<file path="src/rtl/ssd_mux_driver.sv">
// Time-multiplexed hex driver for a bank of common-anode 7-segment digits.
// Frame-buffered load, leading-zero blanking, per-digit decimal point and blink.
module ssd_mux_driver #(
   parameter int NUM_DIGITS     = 4,
   parameter int CLK_DIV        = 50000,
   parameter int BLINK_FRAMES   = 64,
   parameter int SEG_ACTIVE_LOW = 1,
   parameter int AN_ACTIVE_LOW  = 1
) (
   input  logic                    clk,
   input  logic                    rst,
   input  logic                    ld,
   input  logic [4*NUM_DIGITS-1:0] data_in,
   input  logic [NUM_DIGITS-1:0]   dp_in,
   input  logic [NUM_DIGITS-1:0]   blink_en,
   input  logic                    blank_lz,
   output logic [6:0]              seg,
   output logic                    dp,
   output logic [NUM_DIGITS-1:0]   an,
   output logic                    frame_done
);

   localparam int IDX_W = (NUM_DIGITS > 1) ? $clog2(NUM_DIGITS) : 1;
   localparam int PS_W  = $clog2(CLK_DIV);
   localparam int BL_W  = (BLINK_FRAMES > 1) ? $clog2(BLINK_FRAMES) : 1;

   localparam logic [PS_W-1:0]  PS_LAST  = PS_W'(CLK_DIV - 1);
   localparam logic [IDX_W-1:0] IDX_LAST = IDX_W'(NUM_DIGITS - 1);
   localparam logic [BL_W-1:0]  BL_LAST  = BL_W'(BLINK_FRAMES - 1);

   localparam logic [6:0]            SEG_OFF = (SEG_ACTIVE_LOW != 0) ? 7'h7F : 7'h00;
   localparam logic                  DP_OFF  = (SEG_ACTIVE_LOW != 0);
   localparam logic [NUM_DIGITS-1:0] AN_OFF  = (AN_ACTIVE_LOW != 0) ? '1 : '0;

   logic [PS_W-1:0]         presc;
   logic [IDX_W-1:0]        idx;
   logic [BL_W-1:0]         blink_cnt;
   logic                    blink_phase;
   logic                    pending;
   logic [4*NUM_DIGITS-1:0] shadow_data, active_data;
   logic [NUM_DIGITS-1:0]   shadow_dp, active_dp;
   logic [NUM_DIGITS-1:0]   shadow_blink, active_blink;

   logic                    slot_end;
   logic                    frame_end;
   logic [3:0]              nib;
   logic                    lz_blank;
   logic                    blanked;
   logic [6:0]              seg_low;
   logic                    dp_low;
   logic [NUM_DIGITS-1:0]   an_low;
   logic [6:0]              seg_nxt;
   logic                    dp_nxt;
   logic [NUM_DIGITS-1:0]   an_nxt;

   // Active-low segment pattern {g,f,e,d,c,b,a} for one hex nibble.
   function automatic logic [6:0] decode(input logic [3:0] v);
      case (v)
         4'h0: decode = 7'b1000000;
         4'h1: decode = 7'b1111001;
         4'h2: decode = 7'b0100100;
         4'h3: decode = 7'b0110000;
         4'h4: decode = 7'b0011001;
         4'h5: decode = 7'b0010010;
         4'h6: decode = 7'b0000010;
         4'h7: decode = 7'b1111000;
         4'h8: decode = 7'b0000000;
         4'h9: decode = 7'b0010000;
         4'hA: decode = 7'b0001000;
         4'hB: decode = 7'b0000011;
         4'hC: decode = 7'b1000110;
         4'hD: decode = 7'b0100001;
         4'hE: decode = 7'b0000110;
         default: decode = 7'b0001110;
      endcase
   endfunction

   assign slot_end  = (presc == PS_LAST);
   assign frame_end = slot_end && (idx == IDX_LAST);

   // NOTE: state is updated with non-blocking assignments so every register
   // samples pre-edge values and simulation matches the synthesized flops.
   always_ff @(posedge clk) begin
      if (rst) begin
         presc       <= '0;
         idx         <= '0;
         blink_cnt   <= '0;
         blink_phase <= 1'b0;
      end else begin
         presc <= slot_end ? '0 : presc + 1'b1;
         if (slot_end)
            idx <= (idx == IDX_LAST) ? '0 : idx + 1'b1;
         if (frame_end) begin
            if (blink_cnt == BL_LAST) begin
               blink_cnt   <= '0;
               blink_phase <= ~blink_phase;
            end else begin
               blink_cnt <= blink_cnt + 1'b1;
            end
         end
      end
   end

   // NOTE: the frame buffers are reset too, so a reset (even mid-frame) drops
   // any pending load and the bank comes back showing zero.
   always_ff @(posedge clk) begin
      if (rst) begin
         pending      <= 1'b0;
         shadow_data  <= '0;
         shadow_dp    <= '0;
         shadow_blink <= '0;
         active_data  <= '0;
         active_dp    <= '0;
         active_blink <= '0;
      end else begin
         if (ld) begin
            shadow_data  <= data_in;
            shadow_dp    <= dp_in;
            shadow_blink <= blink_en;
         end
         if (frame_end) begin
            pending      <= 1'b0;
            active_data  <= ld ? data_in  : shadow_data;
            active_dp    <= ld ? dp_in    : shadow_dp;
            active_blink <= ld ? blink_en : shadow_blink;
         end else if (ld) begin
            pending <= 1'b1;
         end
      end
   end

   // NOTE: every signal gets a value at the top of the block so no path
   // through it can leave one unassigned and infer a latch.
   always_comb begin
      nib      = active_data[{idx, 2'b00} +: 4];
      lz_blank = blank_lz && (idx != '0);
      for (int j = 0; j < NUM_DIGITS; j++) begin
         if (j >= int'(idx) && active_data[4*j +: 4] != 4'h0)
            lz_blank = 1'b0;
      end
      blanked = lz_blank || (blink_phase && active_blink[idx]);
      seg_low = blanked ? 7'h7F : decode(nib);
      dp_low  = blanked || !active_dp[idx];
      // First cycle of each slot keeps all anodes off to hide the segment change.
      an_low  = '1;
      if (presc != '0)
         an_low[idx] = 1'b0;
      seg_nxt = (SEG_ACTIVE_LOW != 0) ? seg_low : ~seg_low;
      dp_nxt  = (SEG_ACTIVE_LOW != 0) ? dp_low  : ~dp_low;
      an_nxt  = (AN_ACTIVE_LOW  != 0) ? an_low  : ~an_low;
   end

   always_ff @(posedge clk) begin
      if (rst) begin
         seg        <= SEG_OFF;
         dp         <= DP_OFF;
         an         <= AN_OFF;
         frame_done <= 1'b0;
      end else begin
         seg        <= seg_nxt;
         dp         <= dp_nxt;
         an         <= an_nxt;
         frame_done <= frame_end;
      end
   end

endmodule

</file>
<file path="config.mk">
export PLATFORM = sky130hd
export DESIGN_NAME = ssd_mux_driver
export DESIGN_NICKNAME = d
export VERILOG_FILES = /design/src/rtl/ssd_mux_driver.sv
export SDC_FILE = /design/constraint.sdc
export NUM_CORES = 1
export LEC_CHECK = 0
export BUFFER_PORTS_ARGS = -buffer_cell sky130_fd_sc_hd__buf_2
export CAP_MARGIN = 20
export CORE_MARGIN = 2
export CORE_UTILIZATION = 58
export CTS_CLUSTER_SIZE = 14
export DETAILED_ROUTE_END_ITERATION = 16
export GPL_ROUTABILITY_DRIVEN = 0
export GPL_TIMING_DRIVEN = 0
export PLACE_DENSITY = 0.79
export SLEW_MARGIN = 40
export SYNTH_ARGS = -nofsm -noshare
export SYNTH_HDL_FRONTEND = slang
export SYNTH_SLANG_ARGS = --single-unit
</file>
<file path="constraint.sdc">
create_clock -name clk -period 2.2 [get_ports clk]
set_clock_uncertainty 0.1 [all_clocks]
set_input_delay 0.22 -clock clk [delete_from_list [all_inputs] [get_ports clk]]
set_output_delay 0.22 -clock clk [all_outputs]
set_load 0.1 [all_outputs]
</file>
==> flow_summary.ini <==
[layout]
stdcell_area_um2 = 4283
fillers = 494
fin_util = 0.6823
drive_gt1_frac = 0.2175
multiInputGateArea_um2 = 1861
final_net_count = 460
seq_area_um2 = 1723
syn_to_final_growth_pct = 15.33
diodes = 0

[worst_setup_path]
ff2ff_path_depth = 6
crit_fanout = 8
cp-end-kind = flop
cp.required_ns = 2.31
crit_path_cell_trace = buf_6 -> mux4_2 -> inv_1 -> ha_1 -> o211ai_1 -> nand3_1
slowest_delay_ns = 0.60
crit_path_start_kind = flop
path_class = reg2reg
critical_path_arrival_ns = 2.22
worst-r2r-setup-slack_ns = 0.09
slowest_stage = mux4_2

[die]
io_pins = 41
rows = 29
core_area_um2 = 6277
die_x_um = 84.02
start_util = 0.5916
floorplan.die_area_um2 = 7059
die_h_um = 84.02

[synthesis]
synth_top_family_by_area = simple AND/OR/NAND/NOR gates
ys.flop_type = dfxtp_1
synth_top_cell_by_area = dfxtp_1
synth_fa_ha_area_frac = 0.04717
synth_edf_count = 0
yosys-mux-area-fraction = 0.1189
seq_area_frac_synth = 0.4636
syn_inst = 368
yosys_warnings = 0
netlist_area_um2 = 3714
synth_compound_gate_area_share = 0.1237
yosys-top-cells-area = dfxtp_1, mux2i_1, o22a_1
synth_async_sr_flop_share = 0
synth-seq-cells = 86
yosysUniqueCellTypes = 52
syn_area_per_cell_um2 = 10.09
synth_top_area_share = 0.4636
synth_xor_area_frac = 0.03302
syn_nets = 410
synth-simple-area-share = 0.1739

[routing]
antenna_left = 0
drc = 0
vias = 2864
firstDrtPassIters = 5
wl_um = 7260
via_per_inst = 5.728
wire_per_inst_um = 14.52
drtIter0Drc = 89

[timing]
slew_violations = 0
clock.fmax_mhz = 474.4
rsz0062_at_grt = no
fin_crit_ns = 2.108
finalHoldViolCount = 0
finalSetupTns_ns = 0
setup_violations = 0
fin_crit_sh = 0.9581
hold-worst-slack_ns = 0.05396
slew_headroom = 0.6705
worst_slew_pin_slew_ns = 0.4905

[run_status]
status = finished clean

[clock_network]
clock_path_buffers = 2
clk_latency_ns = 0.35
cts.sink_count = 86
cts_root_buf = clkbuf_8
postCtsSetupBuffers = 0
clk_pin_slew_ns = 0.09
h-tree-depth = 3
cts_buffers = 9
cts_tree = done

[global_routing]
track_usage = 0.2158
grt_max_degree = 16
antenna_found_initial = 0
grt_pass1_vias = 2729
grt_pass1_wl_um = 12300
grt_overflow = 0

[pwr]
p_sw_mw = 0.7154
power.share.sequential = 0.507
internal_power_mw = 2.455
vdd_drop_max_mv = 0.5947
p_leak_nw = 1.864
power_switching_share = 0.2256
clkPwrFrac = 0.427
comb_power_share = 0.066
power.total_mw = 3.171
power_density_nw_per_um2 = 740.3

[worst_hold_path]
hold_class = in2reg
min_path_cells = 3

[placement]
io_buffers = 39
hpwlAfterDp_um = 5339
placed_area_um2 = 4005

[run]
max_cap_viol_count = 0
[sequential cells by signal, indices dropped and copies added, names as in the netlist]
name	count
active_blink	4
active_data	16
active_dp	4
an	4
blink_cnt	6
blink_phase	1
dp	1
frame_done	1
idx	2
presc	16
seg	7
shadow_blink	4
shadow_data	16
shadow_dp	4
[cell usage after synthesis, types with 2 or more instances]
cell and count:
nand2_1 17, buf_2 8, nor2b_1 4, nor3b_1 2, inv_1 12, nand3_2 2
or4_1 3, o22a_1 24, nand4_1 9, o21ai_0 8, nand3_1 12, o31ai_1 5
o211ai_1 3, nor2_1 44, ha_1 14, mux4_2 7, mux2i_1 25, xnor2_1 6
nor3_1 4, and2_1 4, a21oi_1 12, mux2_2 3, and3_1 4, clkbuf_1 7
xor2_1 8, nor4_1 6, buf_4 3, dfxtp_1 86, and3_2 2, a31oi_1 2
[per-layer routing]
metal  track usage  up-vias  wire, um
li1              -     1427         -
met4       0.08651        0       138
met2        0.3709       65      3635
met3       0.04649       15       290
met5             0        -         0
met1        0.2628     1357      3195
[through the flow]
stage | cells | setup slack, ns
detailed placement | 484 | -0.05060
floorplan | 368 | 0.1618
global route | 500 | 0.02562
global placement | 484 | 0.0008602
finish | 500 | 0.09218
CTS | 500 | 0.006849
[timing repair]
item | in CTS | in global routing
setup endpoints to repair | 2 | 26
hold buffers | 0 | 0
resized for setup | 2 | 7
[worst max-delay path: cells and delay by family, from the launching register on]
kind                     cells  cell delay (ns)
AND/OR/NAND/NOR              1             0.11
AO/OA/AOI/OAI                1             0.21
multiplexers                 1             0.60
adder cells (fa/ha/maj)      1             0.27
buffers and inverters        2             0.31
flip-flops                   1             0.37
[cell usage in the layout, fill, tap and decap left out, types with 3 or more instances in the layout]
cell       synthesis  final
dfxtp_1           86     85
buf_2              8     47
nor2_1            44     44
mux2i_1           25     25
o22a_1            24     24
nand2_1           17     17
ha_1              14     13
inv_1             12     12
nand3_1           12     11
clkbuf_8           1     11
a21oi_1           12     11
nand4_1            9      9
o21ai_0            8      8
xor2_1             8      8
mux4_2             7      7
clkbuf_1           7      6
nor4_1             6      6
xnor2_1            6      6
o31ai_1            5      5
and3_1             4      4
and2_1             4      4
nor2b_1            4      4
nor3_1             4      3
buf_4              3      3
o211ai_1           3      3
mux2_2             3      3
or4_1              3      3
nand3_2            2      3
bufinv_16          0      3
[worst paths after layout]
kind	start	endpoint
max	idx[0]	seg[1]
min	data_in[1]	shadow_data[1]
max reg2reg	idx[0]	seg[1]
min reg2reg	active_dp[0]	active_dp[0]
[final cells by class]
class	instances	share of cell area
clock buffer	10	0.03214
inverter	12	0.01052
tap	77	0.02249
clock inverter	6	0.02688
multi-input combinational	251	0.4344
sequential	86	0.4023
timing repair buffer	39	0.04557
buffer	19	0.02571
[logic make-up (layout without fill, tap and decap cells)]
logic type / count (synthesis) / after routing
adders and majority gates: 14 / 14
AOI/OAI and AO/OA: 64 / 64
xor gates and xnor gates: 14 / 14
muxes: 35 / 35
and+or+nand+nor: 124 / 124
DFF: 86 / 86
buffers and inverters: 31 / 86
[power by group through the flow]
stage	Clock [mW]	Combinational, mW	Sequential, mW
floorplan	0	0.0952	1.70
global placement	0	0.206	1.64
detailed placement	0	0.210	1.64
CTS	1.38	0.211	1.61
global route	1.45	0.226	1.61
finish	1.35	0.209	1.61
No activity file was read; power rests on OpenSTA's default activity.
